## src/rtl/nibble_rx_pkg.sv

```systemverilog
// ============================================================================
// nibble_rx_pkg : shared state encoding and frame constants for nibble_rx
// Revision      : 1.0
// ============================================================================
`default_nettype none

package nibble_rx_pkg;

   localparam int NBITS = 4;

   typedef enum logic [2:0] {
      S_IDLE    = 3'd0,
      S_START   = 3'd1,
      S_DATA    = 3'd2,
      S_STOP    = 3'd3,
      S_WAIT_HI = 3'd4
   } state_e;

endpackage

`default_nettype wire

```

## src/rtl/nibble_rx_sync.sv

```systemverilog
// ============================================================================
// sync2    : two-flop synchronizer with parameterised reset value
// Revision : 1.0
// ============================================================================
`default_nettype none

module sync2 #(
   parameter logic RST_VAL = 1'b1
) (
   input  logic clk,
   input  logic rst,
   input  logic d,
   output logic q
);

   logic meta_q;
   logic sync_q;

   always_ff @(posedge clk or negedge rst) begin
      if (!rst) begin
         meta_q <= RST_VAL;
         sync_q <= RST_VAL;
      end else begin
         meta_q <= d;
         sync_q <= meta_q;
      end
   end

   assign q = sync_q;

endmodule

`default_nettype wire

```

## src/rtl/nibble_rx.sv

```systemverilog
// ============================================================================
// nibble_rx : serial receiver for start + 4 data (LSB first) + stop frames
// Revision  : 1.0
// ============================================================================
`default_nettype none

module nibble_rx
   import nibble_rx_pkg::*;
#(
   parameter int CLKS_PER_BIT = 16
) (
   input  logic       clk,
   input  logic       rst,
   input  logic       rxd,
   output logic [3:0] D,
   output logic       ld,
   output logic       frame_err,
   output logic       busy
);

   localparam int TW = $clog2(CLKS_PER_BIT);
   localparam logic [TW-1:0] HALF_M1 = TW'(CLKS_PER_BIT / 2 - 1);
   localparam logic [TW-1:0] FULL_M1 = TW'(CLKS_PER_BIT - 1);
   localparam logic [1:0]    LAST_BIT = 2'(NBITS - 1);

   generate
      if ((CLKS_PER_BIT < 4) || (CLKS_PER_BIT % 2 != 0)) begin : g_param_chk
         $error("CLKS_PER_BIT must be even and >= 4");
      end
   endgenerate

   logic          rxs;
   state_e        state_q, state_d;
   logic [TW-1:0] timer_q, timer_d;
   logic [1:0]    bitcnt_q, bitcnt_d;
   logic [3:0]    sh_q, sh_d;
   logic [3:0]    data_q, data_d;
   logic          ld_q, ld_d;
   logic          ferr_q, ferr_d;
   logic [1:0]    vld_q, vld_d;
   logic          armed_q, armed_d;

   sync2 #(.RST_VAL(1'b1)) u_sync (
      .clk (clk),
      .rst (rst),
      .d   (rxd),
      .q   (rxs)
   );

   // vld_q[1] marks the synchronizer as flushed of its reset value; armed_q
   // then requires a real high line before any falling edge may start a frame.
   assign vld_d   = {vld_q[0], 1'b1};
   assign armed_d = armed_q | (vld_q[1] & rxs);

   always_comb begin
      state_d  = state_q;
      timer_d  = timer_q + 1'b1;
      bitcnt_d = bitcnt_q;
      sh_d     = sh_q;
      data_d   = data_q;
      ld_d     = 1'b0;
      ferr_d   = 1'b0;
      case (state_q)
         S_IDLE: begin
            timer_d = '0;
            if (armed_q && !rxs) state_d = S_START;
         end
         S_START: begin
            if (timer_q == HALF_M1) begin
               timer_d  = '0;
               bitcnt_d = '0;
               state_d  = rxs ? S_IDLE : S_DATA;
            end
         end
         S_DATA: begin
            if (timer_q == FULL_M1) begin
               timer_d  = '0;
               sh_d     = {rxs, sh_q[3:1]};
               bitcnt_d = bitcnt_q + 1'b1;
               if (bitcnt_q == LAST_BIT) state_d = S_STOP;
            end
         end
         S_STOP: begin
            if (timer_q == FULL_M1) begin
               timer_d = '0;
               if (rxs) begin
                  data_d  = sh_q;
                  ld_d    = 1'b1;
                  state_d = S_IDLE;
               end else begin
                  ferr_d  = 1'b1;
                  state_d = S_WAIT_HI;
               end
            end
         end
         S_WAIT_HI: begin
            timer_d = '0;
            if (rxs) state_d = S_IDLE;
         end
         default: begin
            timer_d = '0;
            state_d = S_IDLE;
         end
      endcase
   end

   always_ff @(posedge clk or negedge rst) begin
      if (!rst) begin
         state_q  <= S_IDLE;
         timer_q  <= '0;
         bitcnt_q <= '0;
         sh_q     <= '0;
         data_q   <= '0;
         ld_q     <= 1'b0;
         ferr_q   <= 1'b0;
         vld_q    <= '0;
         armed_q  <= 1'b0;
      end else begin
         state_q  <= state_d;
         timer_q  <= timer_d;
         bitcnt_q <= bitcnt_d;
         sh_q     <= sh_d;
         data_q   <= data_d;
         ld_q     <= ld_d;
         ferr_q   <= ferr_d;
         vld_q    <= vld_d;
         armed_q  <= armed_d;
      end
   end

   assign D         = data_q;
   assign ld        = ld_q;
   assign frame_err = ferr_q;
   assign busy      = (state_q != S_IDLE);

endmodule

`default_nettype wire
```

## config.mk

```make
export PLATFORM = sky130hd
export DESIGN_NAME = nibble_rx
export DESIGN_NICKNAME = d
export VERILOG_FILES = /design/src/rtl/nibble_rx_pkg.sv /design/src/rtl/nibble_rx_sync.sv /design/src/rtl/nibble_rx.sv
export SDC_FILE = /design/constraint.sdc
export NUM_CORES = 1
export LEC_CHECK = 0
export CORE_MARGIN = 3
export CORE_UTILIZATION = 59
export CTS_BUF_LIST = sky130_fd_sc_hd__clkbuf_2 sky130_fd_sc_hd__clkbuf_4 sky130_fd_sc_hd__clkbuf_8
export DETAILED_ROUTE_END_ITERATION = 12
export PLACE_DENSITY = 0.88
export SYNTH_ARGS = -nofsm -noshare
export SYNTH_HDL_FRONTEND = slang
export SYNTH_SLANG_ARGS = --single-unit
```

## constraint.sdc

```tcl
create_clock -name clk -period 2.8 [get_ports clk]
set_clock_uncertainty 0.15 [all_clocks]
set_input_delay 0.28 -clock clk [delete_from_list [all_inputs] [get_ports clk]]
set_output_delay 0.28 -clock clk [all_outputs]
set_load 0.05 [all_outputs]
```

==> results of run 1 <==
## cell usage after synthesis
master and count:
dfrtp_1 22, a211oi_1 1, dfstp_2 2, xor2_1 2
or4_4 1, o21ai_0 3, buf_4 1, a21oi_1 1
a21o_1 1, nand2_2 1, inv_1 3, conb_1 1
mux2_4 4, ha_1 2, nor2_1 8, xnor2_1 1
mux2_2 5, nor4_1 1, nand2_1 2, nand3_1 4
nor3_1 3, and2_1 1, or3_1 1, or4_1 1
a22oi_1 1, buf_6 2
## layout make-up
cell class / count / share of cell area, %
multi-input cells: 45 / 29.6
repair buffers: 10 / 8.75
clock buffers: 3 / 2.02
well taps: 16 / 1.80
inverters: 3 / 1.01
clock inverters: 1 / 2.69
flip-flops and latches: 24 / 54.1
## metal layers
layer	vias to the layer above	routed length, um	share of wire (%)	track usage, %
li1	279	-	-	-
met1	289	607	43	20.3
met2	22	670	48	25.0
met3	5	85	6.1	2.34
met4	0	38	2.7	9.94
met5	-	0	0	0
## worst min path at each step
stage	end	slack, ns	cells past startpoint
after floorplan	D[0]	-0.17	0
after global placement	vld_q[1]	0.19	0
after detailed placement	vld_q[1]	0.20	0
after CTS	D[0]	0.16	2
after global routing	D[0]	0.16	2
final	state_q[1]	0.16	2
## cell families after synthesis
kind of cell	Yosys count	share of synthesized area [%]
flip-flops	24	61.9
other	1	0.385
AND/OR/NAND/NOR	23	11.9
adder cells (fa/ha/maj)	2	2.57
buffers and inverters	6	4.24
multiplexers	9	11.9
XOR/XNOR	3	2.70
AO/OA/AOI/OAI	7	4.36
## power by group through the flow
stage,clock network (W),registers (W),logic (W)
4_1_cts,0.000248,0.000394,0.000103
2_1_floorplan,0,0.000396,0.0000731
3_5_place_dp,0,0.000401,0.000101
6_report,0.000241,0.000395,0.000103
5_1_grt,0.000261,0.000401,0.000116
3_3_place_gp,0,0.000401,0.000102
## flip-flops by register name, indices dropped and copies added (netlist names)
register	cells
bitcnt_q	2
vld_q	2
sh_q	4
armed_q	1
state_q	3
u_sync.meta_q	1
ld	1
D	4
frame_err	1
u_sync.q	1
timer_q	4
## stage by stage
step	setup WS (ns)	total power [W]	hold WS (ns)
after floorplan	1.02	0.000469	-0.166
after global placement	0.835	0.000503	0.186
after detailed placement	0.842	0.000502	0.199
after CTS	0.461	0.000746	0.160
after global routing	0.407	0.000778	0.159
final	0.473	0.000739	0.156
## worst register-to-register path: stages, from the launching register on
cell and delay, ns:
dfrtp_1 0.39, ha_1 0.22, nand2_1 0.09, or4_4 0.57, mux2_4 0.32
==> flow_summary.html, run 1 <==
<table>
<tr><th>Metric</th><th>Value</th></tr>
<tr><th colspan="2">Finish</th></tr>
<tr><td>Storage element area</td><td>603 um2</td></tr>
<tr><td>Multi-input gate area in the final layout</td><td>330 um2</td></tr>
<tr><td>Leading cell types in the layout, fill and taps excluded</td><td>dfrtp_1, clkdlybuf4s50_1, nor2_1</td></tr>
<tr><td>Final-layout fill cell count</td><td>98</td></tr>
<tr><td>Antenna diode instance count</td><td>0</td></tr>
<tr><td>Utilization of the core after routing</td><td>73.2%</td></tr>
<tr><td>Leading cell type in the layout, fill and taps excluded</td><td>dfrtp_1</td></tr>
<tr><td>Synthesis-to-finish area growth</td><td>14.4%</td></tr>
<tr><td>Share of post-route cells with drive strength above 1</td><td>20.9%</td></tr>
<tr><td>Nets</td><td>92</td></tr>
<tr><td>Post-route cell area</td><td>0.00111 mm2</td></tr>
<tr><td>Non-filler instance count after layout</td><td>102</td></tr>
<tr><th colspan="2">Pwr</th></tr>
<tr><td>Power dissipated by switching net loads</td><td>0.000181 W</td></tr>
<tr><td>Switching Share</td><td>24.4%</td></tr>
<tr><td>Internal power</td><td>0.000558 W</td></tr>
<tr><td>Fraction of power consumed by the clock network</td><td>32.6%</td></tr>
<tr><td>Leakage power</td><td>0.551 nW</td></tr>
<tr><td>Power Dens Cells</td><td>663 mW/mm2</td></tr>
<tr><td>Fraction of power consumed by combinational cells</td><td>13.9%</td></tr>
<tr><td>Highest ir drop seen on vdd</td><td>0.575 mV</td></tr>
<tr><td>Seq pwr share</td><td>53.5%</td></tr>
<tr><th colspan="2">Global route</th></tr>
<tr><td>GRT Residual Overflow</td><td>0</td></tr>
<tr><td>Wire length of the first global-routing pass</td><td>2370 um</td></tr>
<tr><td>Via count of the first global-routing pass</td><td>541</td></tr>
<tr><td>All-Layer GR Usage</td><td>15.9%</td></tr>
<tr><td>Number of antenna violations at the first check in global routing</td><td>0</td></tr>
<tr><td>Pin count of the biggest net entering global routing</td><td>25</td></tr>
<tr><th colspan="2">Clock network</th></tr>
<tr><td>Clock latency on the worst-skew pair</td><td>0.31 ns</td></tr>
<tr><td>Post-CTS Repair Setup Buffers</td><td>0</td></tr>
<tr><td>Clock Sink Count</td><td>24</td></tr>
<tr><td>Hold_buf cts</td><td>0</td></tr>
<tr><td>Clock-pin slew of the registers on the worst-case setup and hold paths</td><td>0.12 ns</td></tr>
<tr><td>Number of buffers created by CTS</td><td>3</td></tr>
<tr><td>Clock root buffer</td><td>clkbuf_4</td></tr>
<tr><td>CTS H-tree lvls</td><td>1</td></tr>
<tr><td>TritonCTS clock tree</td><td>done</td></tr>
<tr><td>Number of instances resized during post-cts repair</td><td>0</td></tr>
<tr><td>Longest Clk Path Bufs</td><td>2</td></tr>
<tr><th colspan="2">Floorplanning</th></tr>
<tr><td>Die height</td><td>46.6 um</td></tr>
<tr><td>Core Region</td><td>0.00152 mm2</td></tr>
<tr><td>Die area</td><td>0.00218 mm2</td></tr>
<tr><td>Die X</td><td>46.6 um</td></tr>
<tr><td>Number of top-level pins</td><td>10</td></tr>
<tr><td>Initial Utilization</td><td>64.0%</td></tr>
<tr><td>Num rows</td><td>14</td></tr>
<tr><th colspan="2">Critical path</th></tr>
<tr><td>Kind of cell with the highest combined delay on the critical path</td><td>buffers and inverters</td></tr>
<tr><td>R2r worst-path depth</td><td>4</td></tr>
<tr><td>Cells along the critical path</td><td>or3_1, clkdlybuf4s50_1</td></tr>
<tr><td>Number of cells on the critical path</td><td>2</td></tr>
<tr><td>Cell with the largest stage delay on the worst path</td><td>clkdlybuf4s50_1</td></tr>
<tr><td>Setup slack of the most critical reg-to-reg path</td><td>0.97 ns</td></tr>
<tr><td>Type of the setup path with the least slack</td><td>register to output pin</td></tr>
<tr><td>Biggest cell delay along the critical path</td><td>0.71 ns</td></tr>
<tr><td>Critical Path AT</td><td>1.90 ns</td></tr>
<tr><td>Worst path bufs/invs</td><td>1</td></tr>
<tr><td>Worst setup SP type</td><td>register</td></tr>
<tr><td>Terminus of the critical flop-to-flop path</td><td>sh_q[0]</td></tr>
<tr><td>Beginning of the critical path</td><td>state_q[1]</td></tr>
<tr><td>Reg-to-Reg Start</td><td>timer_q[0]</td></tr>
<tr><td>CP required</td><td>2.37 ns</td></tr>
<tr><td>Crit Path Max Fanout</td><td>8</td></tr>
<tr><td>Worst Setup EP</td><td>busy</td></tr>
<tr><td>Worst Setup End Kind</td><td>output pin</td></tr>
<tr><th colspan="2">Placed design</th></tr>
<tr><td>Count of buffers from port buffering</td><td>9</td></tr>
<tr><td>Cell area reported after detailed placement</td><td>0.00106 mm2</td></tr>
<tr><td>Half-perimeter wire length of the detailed placement result</td><td>959 um</td></tr>
<tr><td>Final weighted congestion of routability-driven global placement</td><td>0.864</td></tr>
<tr><td>Post-Place Cells</td><td>98</td></tr>
<tr><th colspan="2">Timing</th></tr>
<tr><td>Final worst-path cycle share</td><td>83.1%</td></tr>
<tr><td>Clock period minus final worst setup slack</td><td>2.33 ns</td></tr>
<tr><td>Total setup violations reported at the end of the flow</td><td>0</td></tr>
<tr><td>Slew at the pin closest to its max-slew limit</td><td>0.496 ns</td></tr>
<tr><td>Final hold violation count</td><td>0</td></tr>
<tr><td>Highest Clock Rate</td><td>430 MHz</td></tr>
<tr><td>Worst max-slew margin expressed relative to the limit</td><td>66.8%</td></tr>
<tr><td>Unrepaired setup endpoints after global routing</td><td>false</td></tr>
<tr><td>Max-slew violations</td><td>0</td></tr>
<tr><td>Final setup TNS</td><td>0 ns</td></tr>
<tr><th colspan="2">Synth</th></tr>
<tr><td>Post-Syn Area</td><td>975 um2</td></tr>
<tr><td>Synth Instances</td><td>75</td></tr>
<tr><td>Area leader, netlist</td><td>dfrtp_1</td></tr>
<tr><td>Synthesized area divided by synthesized cell count</td><td>13.0 um2</td></tr>
<tr><td>Ranking of synthesized cells by area</td><td>dfrtp_1, mux2_4, mux2_2</td></tr>
<tr><td>Net count after synthesis</td><td>80</td></tr>
<tr><td>Sequential element share of the synthesized area</td><td>61.9%</td></tr>
<tr><td>Cell variety after synth</td><td>26</td></tr>
<tr><td>Yosys top cell area share</td><td>56.5%</td></tr>
<tr><td>Flop and latch count out of synthesis</td><td>24</td></tr>
<tr><td>Synthesis warning total</td><td>0</td></tr>
<tr><th colspan="2">Routing</th></tr>
<tr><td>DRT Pass-1 Iters</td><td>5</td></tr>
<tr><td>Total number of vias</td><td>595</td></tr>
<tr><td>Violation count after the first detailed-routing iteration</td><td>15</td></tr>
<tr><td>Average detailed-routed wire length per instance</td><td>13.7 um</td></tr>
<tr><td>Final antenna-violating net count</td><td>0</td></tr>
<tr><td>DR vias/cell</td><td>5.83</td></tr>
<tr><td>Drt total wl</td><td>1400 um</td></tr>
<tr><td>Remaining DRCs</td><td>0</td></tr>
<tr><th colspan="2">Outcome</th></tr>
<tr><td>Outcome</td><td>complete, no violations</td></tr>
<tr><th colspan="2">Flow run</th></tr>
<tr><td>Maxcap violations</td><td>0</td></tr>
<tr><th colspan="2">Hold path</th></tr>
<tr><td>Hold Crit Class</td><td>input pin to async pin</td></tr>
</table>
Note: power is estimated with default switching activity, not from simulation.
==> run 2: changes to the inputs <==
--- a/config.mk
+++ b/config.mk
@@ -6,10 +6,10 @@
 export NUM_CORES = 1
 export LEC_CHECK = 0
 export CORE_MARGIN = 3
-export CORE_UTILIZATION = 59
+export CORE_UTILIZATION = 57
 export CTS_BUF_LIST = sky130_fd_sc_hd__clkbuf_2 sky130_fd_sc_hd__clkbuf_4 sky130_fd_sc_hd__clkbuf_8
 export DETAILED_ROUTE_END_ITERATION = 12
-export PLACE_DENSITY = 0.88
+export PLACE_DENSITY = 0.86
 export SYNTH_ARGS = -nofsm -noshare
 export SYNTH_HDL_FRONTEND = slang
 export SYNTH_SLANG_ARGS = --single-unit
==> constraint.sdc (replaced) <==
create_clock -name clk -period 2.3 [get_ports clk]
set_clock_uncertainty 0.15 [all_clocks]
set_input_delay 0.23 -clock clk [delete_from_list [all_inputs] [get_ports clk]]
set_output_delay 0.23 -clock clk [all_outputs]
set_load 0.05 [all_outputs]
==> flow_summary.html, run 2 (synthesis results as in run 1) <==
<table>
<tr><th>Metric</th><th>Value</th></tr>
<tr><th colspan="2">Outcome</th></tr>
<tr><td>Outcome</td><td>complete, no violations</td></tr>
<tr><th colspan="2">Finish</th></tr>
<tr><td>Storage element area</td><td>603 um2</td></tr>
<tr><td>Antenna diode instance count</td><td>0</td></tr>
<tr><td>Synthesis-to-finish area growth</td><td>14.6%</td></tr>
<tr><td>Nets</td><td>92</td></tr>
<tr><td>Utilization of the core after routing</td><td>71.7%</td></tr>
<tr><td>Leading cell types in the layout, fill and taps excluded</td><td>dfrtp_1, nor2_1, clkdlybuf4s50_1</td></tr>
<tr><td>Multi-input gate area in the final layout</td><td>330 um2</td></tr>
<tr><td>Final-layout fill cell count</td><td>111</td></tr>
<tr><td>Leading cell type in the layout, fill and taps excluded</td><td>dfrtp_1</td></tr>
<tr><td>Share of post-route cells with drive strength above 1</td><td>20.9%</td></tr>
<tr><th colspan="2">Timing</th></tr>
<tr><td>Max-slew violations</td><td>0</td></tr>
<tr><td>Final setup TNS</td><td>0 ns</td></tr>
<tr><td>Slew at the pin closest to its max-slew limit</td><td>0.496 ns</td></tr>
<tr><td>Total setup violations reported at the end of the flow</td><td>0</td></tr>
<tr><td>Unrepaired setup endpoints after global routing</td><td>false</td></tr>
<tr><td>Clock period minus final worst setup slack</td><td>1.90 ns</td></tr>
<tr><td>Highest Clock Rate</td><td>527 MHz</td></tr>
<tr><td>Final hold violation count</td><td>0</td></tr>
<tr><td>Final worst-path cycle share</td><td>82.6%</td></tr>
<tr><td>Worst max-slew margin expressed relative to the limit</td><td>66.8%</td></tr>
<tr><th colspan="2">Clock network</th></tr>
<tr><td>Clock-pin slew of the registers on the worst-case setup and hold paths</td><td>0.13 ns</td></tr>
<tr><td>CTS H-tree lvls</td><td>1</td></tr>
<tr><td>Clock root buffer</td><td>clkbuf_4</td></tr>
<tr><td>Clock latency on the worst-skew pair</td><td>0.32 ns</td></tr>
<tr><td>Longest Clk Path Bufs</td><td>2</td></tr>
<tr><td>Hold_buf cts</td><td>0</td></tr>
<tr><td>TritonCTS clock tree</td><td>done</td></tr>
<tr><td>Clock Sink Count</td><td>24</td></tr>
<tr><td>Number of buffers created by CTS</td><td>3</td></tr>
<tr><th colspan="2">Critical path</th></tr>
<tr><td>Number of cells on the critical path</td><td>2</td></tr>
<tr><td>Crit Path Max Fanout</td><td>8</td></tr>
<tr><td>Worst setup SP type</td><td>register</td></tr>
<tr><td>Biggest cell delay along the critical path</td><td>0.49 ns</td></tr>
<tr><td>Worst Setup End Kind</td><td>output pin</td></tr>
<tr><td>Cell with the largest stage delay on the worst path</td><td>dfrtp_1</td></tr>
<tr><td>Type of the setup path with the least slack</td><td>register to output pin</td></tr>
<tr><td>R2r worst-path depth</td><td>5</td></tr>
<tr><td>CP required</td><td>1.92 ns</td></tr>
<tr><td>Setup slack of the most critical reg-to-reg path</td><td>0.47 ns</td></tr>
<tr><td>Critical Path AT</td><td>1.52 ns</td></tr>
<tr><td>Kind of cell with the highest combined delay on the critical path</td><td>flip-flops</td></tr>
<tr><td>Worst path bufs/invs</td><td>1</td></tr>
<tr><td>Reg-to-Reg Start</td><td>timer_q[0]</td></tr>
<tr><td>Cells along the critical path</td><td>or3_1, dlymetal6s2s_1</td></tr>
<tr><td>Terminus of the critical flop-to-flop path</td><td>D[0]</td></tr>
<tr><th colspan="2">Flow run</th></tr>
<tr><td>Maxcap violations</td><td>0</td></tr>
<tr><th colspan="2">Routing</th></tr>
<tr><td>DR vias/cell</td><td>5.55</td></tr>
<tr><td>Total number of vias</td><td>566</td></tr>
<tr><td>Violation count after the first detailed-routing iteration</td><td>3</td></tr>
<tr><td>DRT Pass-1 Iters</td><td>4</td></tr>
<tr><td>Final antenna-violating net count</td><td>0</td></tr>
<tr><td>Drt total wl</td><td>1450 um</td></tr>
<tr><td>Remaining DRCs</td><td>0</td></tr>
<tr><td>Average detailed-routed wire length per instance</td><td>14.2 um</td></tr>
<tr><th colspan="2">Pwr</th></tr>
<tr><td>Leakage power</td><td>0.564 nW</td></tr>
<tr><td>Power Dens Cells</td><td>812 mW/mm2</td></tr>
<tr><td>Total chip power</td><td>0.000908 W</td></tr>
<tr><td>Highest ir drop seen on vdd</td><td>0.918 mV</td></tr>
<tr><th colspan="2">Hold path</th></tr>
<tr><td>Hold Crit Class</td><td>input pin to async pin</td></tr>
<tr><th colspan="2">Floorplanning</th></tr>
<tr><td>Die X</td><td>47.4 um</td></tr>
<tr><td>Die area</td><td>0.00224 mm2</td></tr>
<tr><td>Num rows</td><td>14</td></tr>
<tr><td>Number of top-level pins</td><td>10</td></tr>
<tr><td>Initial Utilization</td><td>62.5%</td></tr>
<tr><td>Core Region</td><td>0.00156 mm2</td></tr>
<tr><td>Die height</td><td>47.4 um</td></tr>
<tr><th colspan="2">Placed design</th></tr>
<tr><td>Half-perimeter wire length of the detailed placement result</td><td>1040 um</td></tr>
<tr><td>Final weighted congestion of routability-driven global placement</td><td>0.845</td></tr>
<tr><td>Count of buffers from port buffering</td><td>9</td></tr>
<tr><th colspan="2">Global route</th></tr>
<tr><td>Pin count of the biggest net entering global routing</td><td>25</td></tr>
<tr><td>Wire length of the first global-routing pass</td><td>2390 um</td></tr>
<tr><td>All-Layer GR Usage</td><td>15.5%</td></tr>
<tr><td>GRT Residual Overflow</td><td>0</td></tr>
<tr><td>Number of antenna violations at the first check in global routing</td><td>0</td></tr>
<tr><td>Via count of the first global-routing pass</td><td>539</td></tr>
</table>
-- run 2: routing by layer --
metal	vias to the layer above	global-route usage, %	wire (um)
li1	272	-	-
met1	278	20.2	698
met2	11	25.7	666
met3	5	2.30	55
met4	0	6.63	29
met5	-	0	0
-- run 2: what timing repair did --
action,4_1_cts,5_1_grt
endpoints found under the setup margin,0,1
buffers inserted,0,0
gates resized for setup,0,1
-- run 2: power breakdown --
part / internal [W] / switching (W)
Sequential: 0.000454 / 0.0000294
Clock: 0.000176 / 0.000123
Combinational: 0.0000502 / 0.0000748
Total: 0.000680 / 0.000228
-- run 2: layout make-up --
class	instances	share of cell area, %
well taps	16	1.79
clock inverters	1	2.69
clock buffers	3	2.02
inverters	3	1.01
flip-flops and latches	24	54.0
repair buffers	10	8.96
multi-input cells	45	29.6
-- run 2: worst max-delay path by stage --
stage | endpoint | startpoint | slack (ns)
after detailed placement | busy | state_q[1] | 0.39
after global routing | D[0] | timer_q[0] | 0.32
final | busy | state_q[1] | 0.40
after floorplan | sh_q[0] | timer_q[0] | 0.52
after CTS | busy | state_q[1] | 0.01
after global placement | busy | state_q[1] | 0.39
-- run 2: worst register-to-register path, delay by kind of cell (launching register included) --
kind | cells | cell delay [ns]
adder cells (fa/ha/maj) | 1 | 0.21
flip-flops | 1 | 0.39
multiplexers | 1 | 0.32
AND/OR/NAND/NOR | 3 | 0.66
-- run 2: per-stage QoR --
step	std cells	setup slack, ns	hold WS (ns)	area [um2]
2_1_floorplan	75	0.517	-0.216	975
3_3_place_gp	98	0.387	0.185	1060
3_5_place_dp	98	0.394	0.193	1060
4_1_cts	102	0.00969	0.107	1110
5_1_grt	102	0.322	0.112	1120
6_report	102	0.401	0.0963	1120
==> run 3: changes to the inputs <==
--- a/config.mk
+++ b/config.mk
@@ -6,10 +6,10 @@
 export NUM_CORES = 1
 export LEC_CHECK = 0
 export CORE_MARGIN = 3
-export CORE_UTILIZATION = 57
+export CORE_UTILIZATION = 51
 export CTS_BUF_LIST = sky130_fd_sc_hd__clkbuf_2 sky130_fd_sc_hd__clkbuf_4 sky130_fd_sc_hd__clkbuf_8
 export DETAILED_ROUTE_END_ITERATION = 12
-export PLACE_DENSITY = 0.86
+export PLACE_DENSITY = 0.82
 export SYNTH_ARGS = -nofsm -noshare
 export SYNTH_HDL_FRONTEND = slang
 export SYNTH_SLANG_ARGS = --single-unit
==> constraint.sdc (replaced) <==
create_clock -name clk -period 1.55 [get_ports clk]
set_clock_uncertainty 0.15 [all_clocks]
set_input_delay 0.155 -clock clk [delete_from_list [all_inputs] [get_ports clk]]
set_output_delay 0.155 -clock clk [all_outputs]
set_load 0.05 [all_outputs]
==> flow_summary.html, run 3 (synthesis results as in run 1) <==
<table>
<tr><th>Metric</th><th>Value</th></tr>
<tr><th colspan="2">Outcome</th></tr>
<tr><td>Outcome</td><td>complete, but fails checks</td></tr>
<tr><td>Violations in the final reports</td><td>setup timing</td></tr>
<tr><th colspan="2">Routing</th></tr>
<tr><td>Total number of vias</td><td>680</td></tr>
<tr><td>Final antenna-violating net count</td><td>0</td></tr>
<tr><td>DRT Pass-1 Iters</td><td>4</td></tr>
<tr><td>Average detailed-routed wire length per instance</td><td>16.1 um</td></tr>
<tr><td>Drt total wl</td><td>2090 um</td></tr>
<tr><td>Violation count after the first detailed-routing iteration</td><td>13</td></tr>
<tr><td>DR vias/cell</td><td>5.23</td></tr>
<tr><td>Remaining DRCs</td><td>0</td></tr>
<tr><th colspan="2">Global route</th></tr>
<tr><td>GRT Residual Overflow</td><td>0</td></tr>
<tr><td>All-Layer GR Usage</td><td>17.7%</td></tr>
<tr><td>Number of antenna violations at the first check in global routing</td><td>0</td></tr>
<tr><td>Pin count of the biggest net entering global routing</td><td>25</td></tr>
<tr><td>Wire length of the first global-routing pass</td><td>3240 um</td></tr>
<tr><td>Via count of the first global-routing pass</td><td>710</td></tr>
<tr><th colspan="2">Clock network</th></tr>
<tr><td>Clock latency on the worst-skew pair</td><td>0.32 ns</td></tr>
<tr><td>Clock Sink Count</td><td>24</td></tr>
<tr><td>TritonCTS clock tree</td><td>done</td></tr>
<tr><td>Clock root buffer</td><td>clkbuf_4</td></tr>
<tr><td>Clock-pin slew of the registers on the worst-case setup and hold paths</td><td>0.13 ns</td></tr>
<tr><td>CTS H-tree lvls</td><td>1</td></tr>
<tr><td>Number of buffers created by CTS</td><td>3</td></tr>
<tr><td>Longest Clk Path Bufs</td><td>2</td></tr>
<tr><th colspan="2">Pwr</th></tr>
<tr><td>Fraction of power consumed by combinational cells</td><td>27.1%</td></tr>
<tr><td>Leakage power</td><td>0.701 nW</td></tr>
<tr><td>Internal power</td><td>0.00118 W</td></tr>
<tr><td>Switching Share</td><td>26.5%</td></tr>
<tr><td>Fraction of power consumed by the clock network</td><td>27.9%</td></tr>
<tr><td>Seq pwr share</td><td>45.0%</td></tr>
<tr><td>Highest ir drop seen on vdd</td><td>1.01 mV</td></tr>
<tr><td>Power dissipated by switching net loads</td><td>0.000427 W</td></tr>
<tr><td>Power Dens Cells</td><td>1150 mW/mm2</td></tr>
<tr><th colspan="2">Critical path</th></tr>
<tr><td>Critical Path AT</td><td>1.84 ns</td></tr>
<tr><td>CP required</td><td>1.62 ns</td></tr>
<tr><td>Crit Path Max Fanout</td><td>5</td></tr>
<tr><td>Worst Setup End Kind</td><td>register</td></tr>
<tr><td>Worst setup SP type</td><td>register</td></tr>
<tr><td>Type of the setup path with the least slack</td><td>register to register</td></tr>
<tr><th colspan="2">Finish</th></tr>
<tr><td>Share of post-route cells with drive strength above 1</td><td>55.2%</td></tr>
<tr><td>Final-layout fill cell count</td><td>115</td></tr>
<tr><td>Non-filler instance count after layout</td><td>130</td></tr>
<tr><td>Leading cell type in the layout, fill and taps excluded</td><td>dfrtp_1</td></tr>
<tr><td>Post-route cell area</td><td>0.00140 mm2</td></tr>
<tr><td>Leading cell types in the layout, fill and taps excluded</td><td>dfrtp_1, buf_4, nor2_1, buf_6, mux2_4</td></tr>
<tr><td>Storage element area</td><td>604 um2</td></tr>
<tr><td>Synthesis-to-finish area growth</td><td>43.8%</td></tr>
<tr><td>Antenna diode instance count</td><td>0</td></tr>
<tr><td>Nets</td><td>111</td></tr>
<tr><td>Multi-input gate area in the final layout</td><td>420 um2</td></tr>
<tr><th colspan="2">Floorplanning</th></tr>
<tr><td>Initial Utilization</td><td>55.2%</td></tr>
<tr><td>Die X</td><td>49.7 um</td></tr>
<tr><td>Core Region</td><td>0.00176 mm2</td></tr>
<tr><td>Number of top-level pins</td><td>10</td></tr>
<tr><td>Num rows</td><td>15</td></tr>
<tr><td>Die height</td><td>49.7 um</td></tr>
<tr><td>Die area</td><td>0.00247 mm2</td></tr>
<tr><th colspan="2">Timing</th></tr>
<tr><td>Total setup violations reported at the end of the flow</td><td>13</td></tr>
<tr><td>Clock period minus final worst setup slack</td><td>1.77 ns</td></tr>
<tr><td>Unrepaired setup endpoints after global routing</td><td>true</td></tr>
<tr><td>Final hold violation count</td><td>0</td></tr>
<tr><td>Least setup slack across all paths after layout</td><td>-0.221 ns</td></tr>
<tr><td>Highest Clock Rate</td><td>565 MHz</td></tr>
<tr><td>Final worst-path cycle share</td><td>114%</td></tr>
<tr><td>Final setup TNS</td><td>-2.09 ns</td></tr>
<tr><td>Max-slew violations</td><td>0</td></tr>
<tr><th colspan="2">Flow run</th></tr>
<tr><td>Maxcap violations</td><td>0</td></tr>
<tr><th colspan="2">Placed design</th></tr>
<tr><td>Final weighted congestion of routability-driven global placement</td><td>0.834</td></tr>
<tr><td>Count of buffers from port buffering</td><td>9</td></tr>
<tr><td>Cell area reported after detailed placement</td><td>0.00117 mm2</td></tr>
<tr><td>Post-Place Cells</td><td>119</td></tr>
<tr><td>Half-perimeter wire length of the detailed placement result</td><td>1170 um</td></tr>
<tr><th colspan="2">Hold path</th></tr>
<tr><td>Hold Crit Class</td><td>input pin to async pin</td></tr>
</table>
==> run 3: cell count changes in the layout (fill, tap and decap cells not counted), moves of 2 or more <==
cell             delta
mux2_2              -2
mux2_4              +2
nand3_1             -2
buf_6               +7
buf_12              +2
o21ai_0             -3
buf_4              +16
o21ai_1             +2
nand2_1             -2
clkdlybuf4s50_1     -6
==> run 3: stage by stage <==
stage	total power, W	setup slack, ns	hold slack, ns	util (%)
CTS	0.00152	-0.169	0.0246	74.7
finish	0.00161	-0.221	0.0118	79.4
detailed placement	0.000995	-0.137	0.192	66.5
global placement	0.000985	-0.126	0.185	66.5
floorplan	0.000850	-0.160	-0.291	-
global route	0.00170	-0.296	0.0257	79.4
==> run 3: final cells by class <==
class | count | share of cell area (%)
clock inverters | 1 | 2.14
flip-flops and latches | 24 | 43.1
well taps | 25 | 2.23
repair buffers | 29 | 20.1
inverters | 3 | 0.804
clock buffers | 3 | 1.61
multi-input cells | 45 | 30.0
==> run 3: worst paths after layout <==
check / startpoint / endpoint / slack (ns) / cells past startpoint
worst max-delay path: timer_q[0] / D[1] / -0.22 / 6
worst min-delay path: rst / timer_q[3] / 0.01 / 2
worst max register to register: timer_q[0] / D[1] / -0.22 / 6
worst min register to register: vld_q[0] / vld_q[1] / 0.22 / 0
max in group asynchronous: rst / u_sync.meta_q / 0.96 / 2
min in group clk: rxd / u_sync.meta_q / 0.08 / 1
==> run 3: what timing repair did <==
action / CTS / global route
buffers inserted: 5 / 4
hold buffers: 0 / 0
pin swaps: 3 / 6
setup endpoints to repair: 12 / 15
gates resized for setup: 16 / 15
==> run 3: power by group through the flow <==
stage	clock network [W]	registers, W	logic, W
after floorplan	0	0.000717	0.000133
after global routing	0.000483	0.000732	0.000482
final	0.000449	0.000725	0.000436
after detailed placement	0	0.000716	0.000280
after global placement	0	0.000713	0.000272
after CTS	0.000452	0.000707	0.000361
==> run 3: worst max-delay path: stages (launching register included) <==
cell     delay, ns
dfrtp_1       0.42
ha_4          0.17
buf_6         0.11
nand3_4       0.09
nor3_4        0.30
nand2_4       0.12
mux2_4        0.31
==> run 3: layer usage <==
metal | GRT usage [%] | wire, um | vias up
li1 | - | - | 311
met1 | 20.8 | 833 | 330
met2 | 29.1 | 1040 | 30
met3 | 3.93 | 123 | 9
met4 | 11.1 | 91 | 0
met5 | 0 | 0 | -
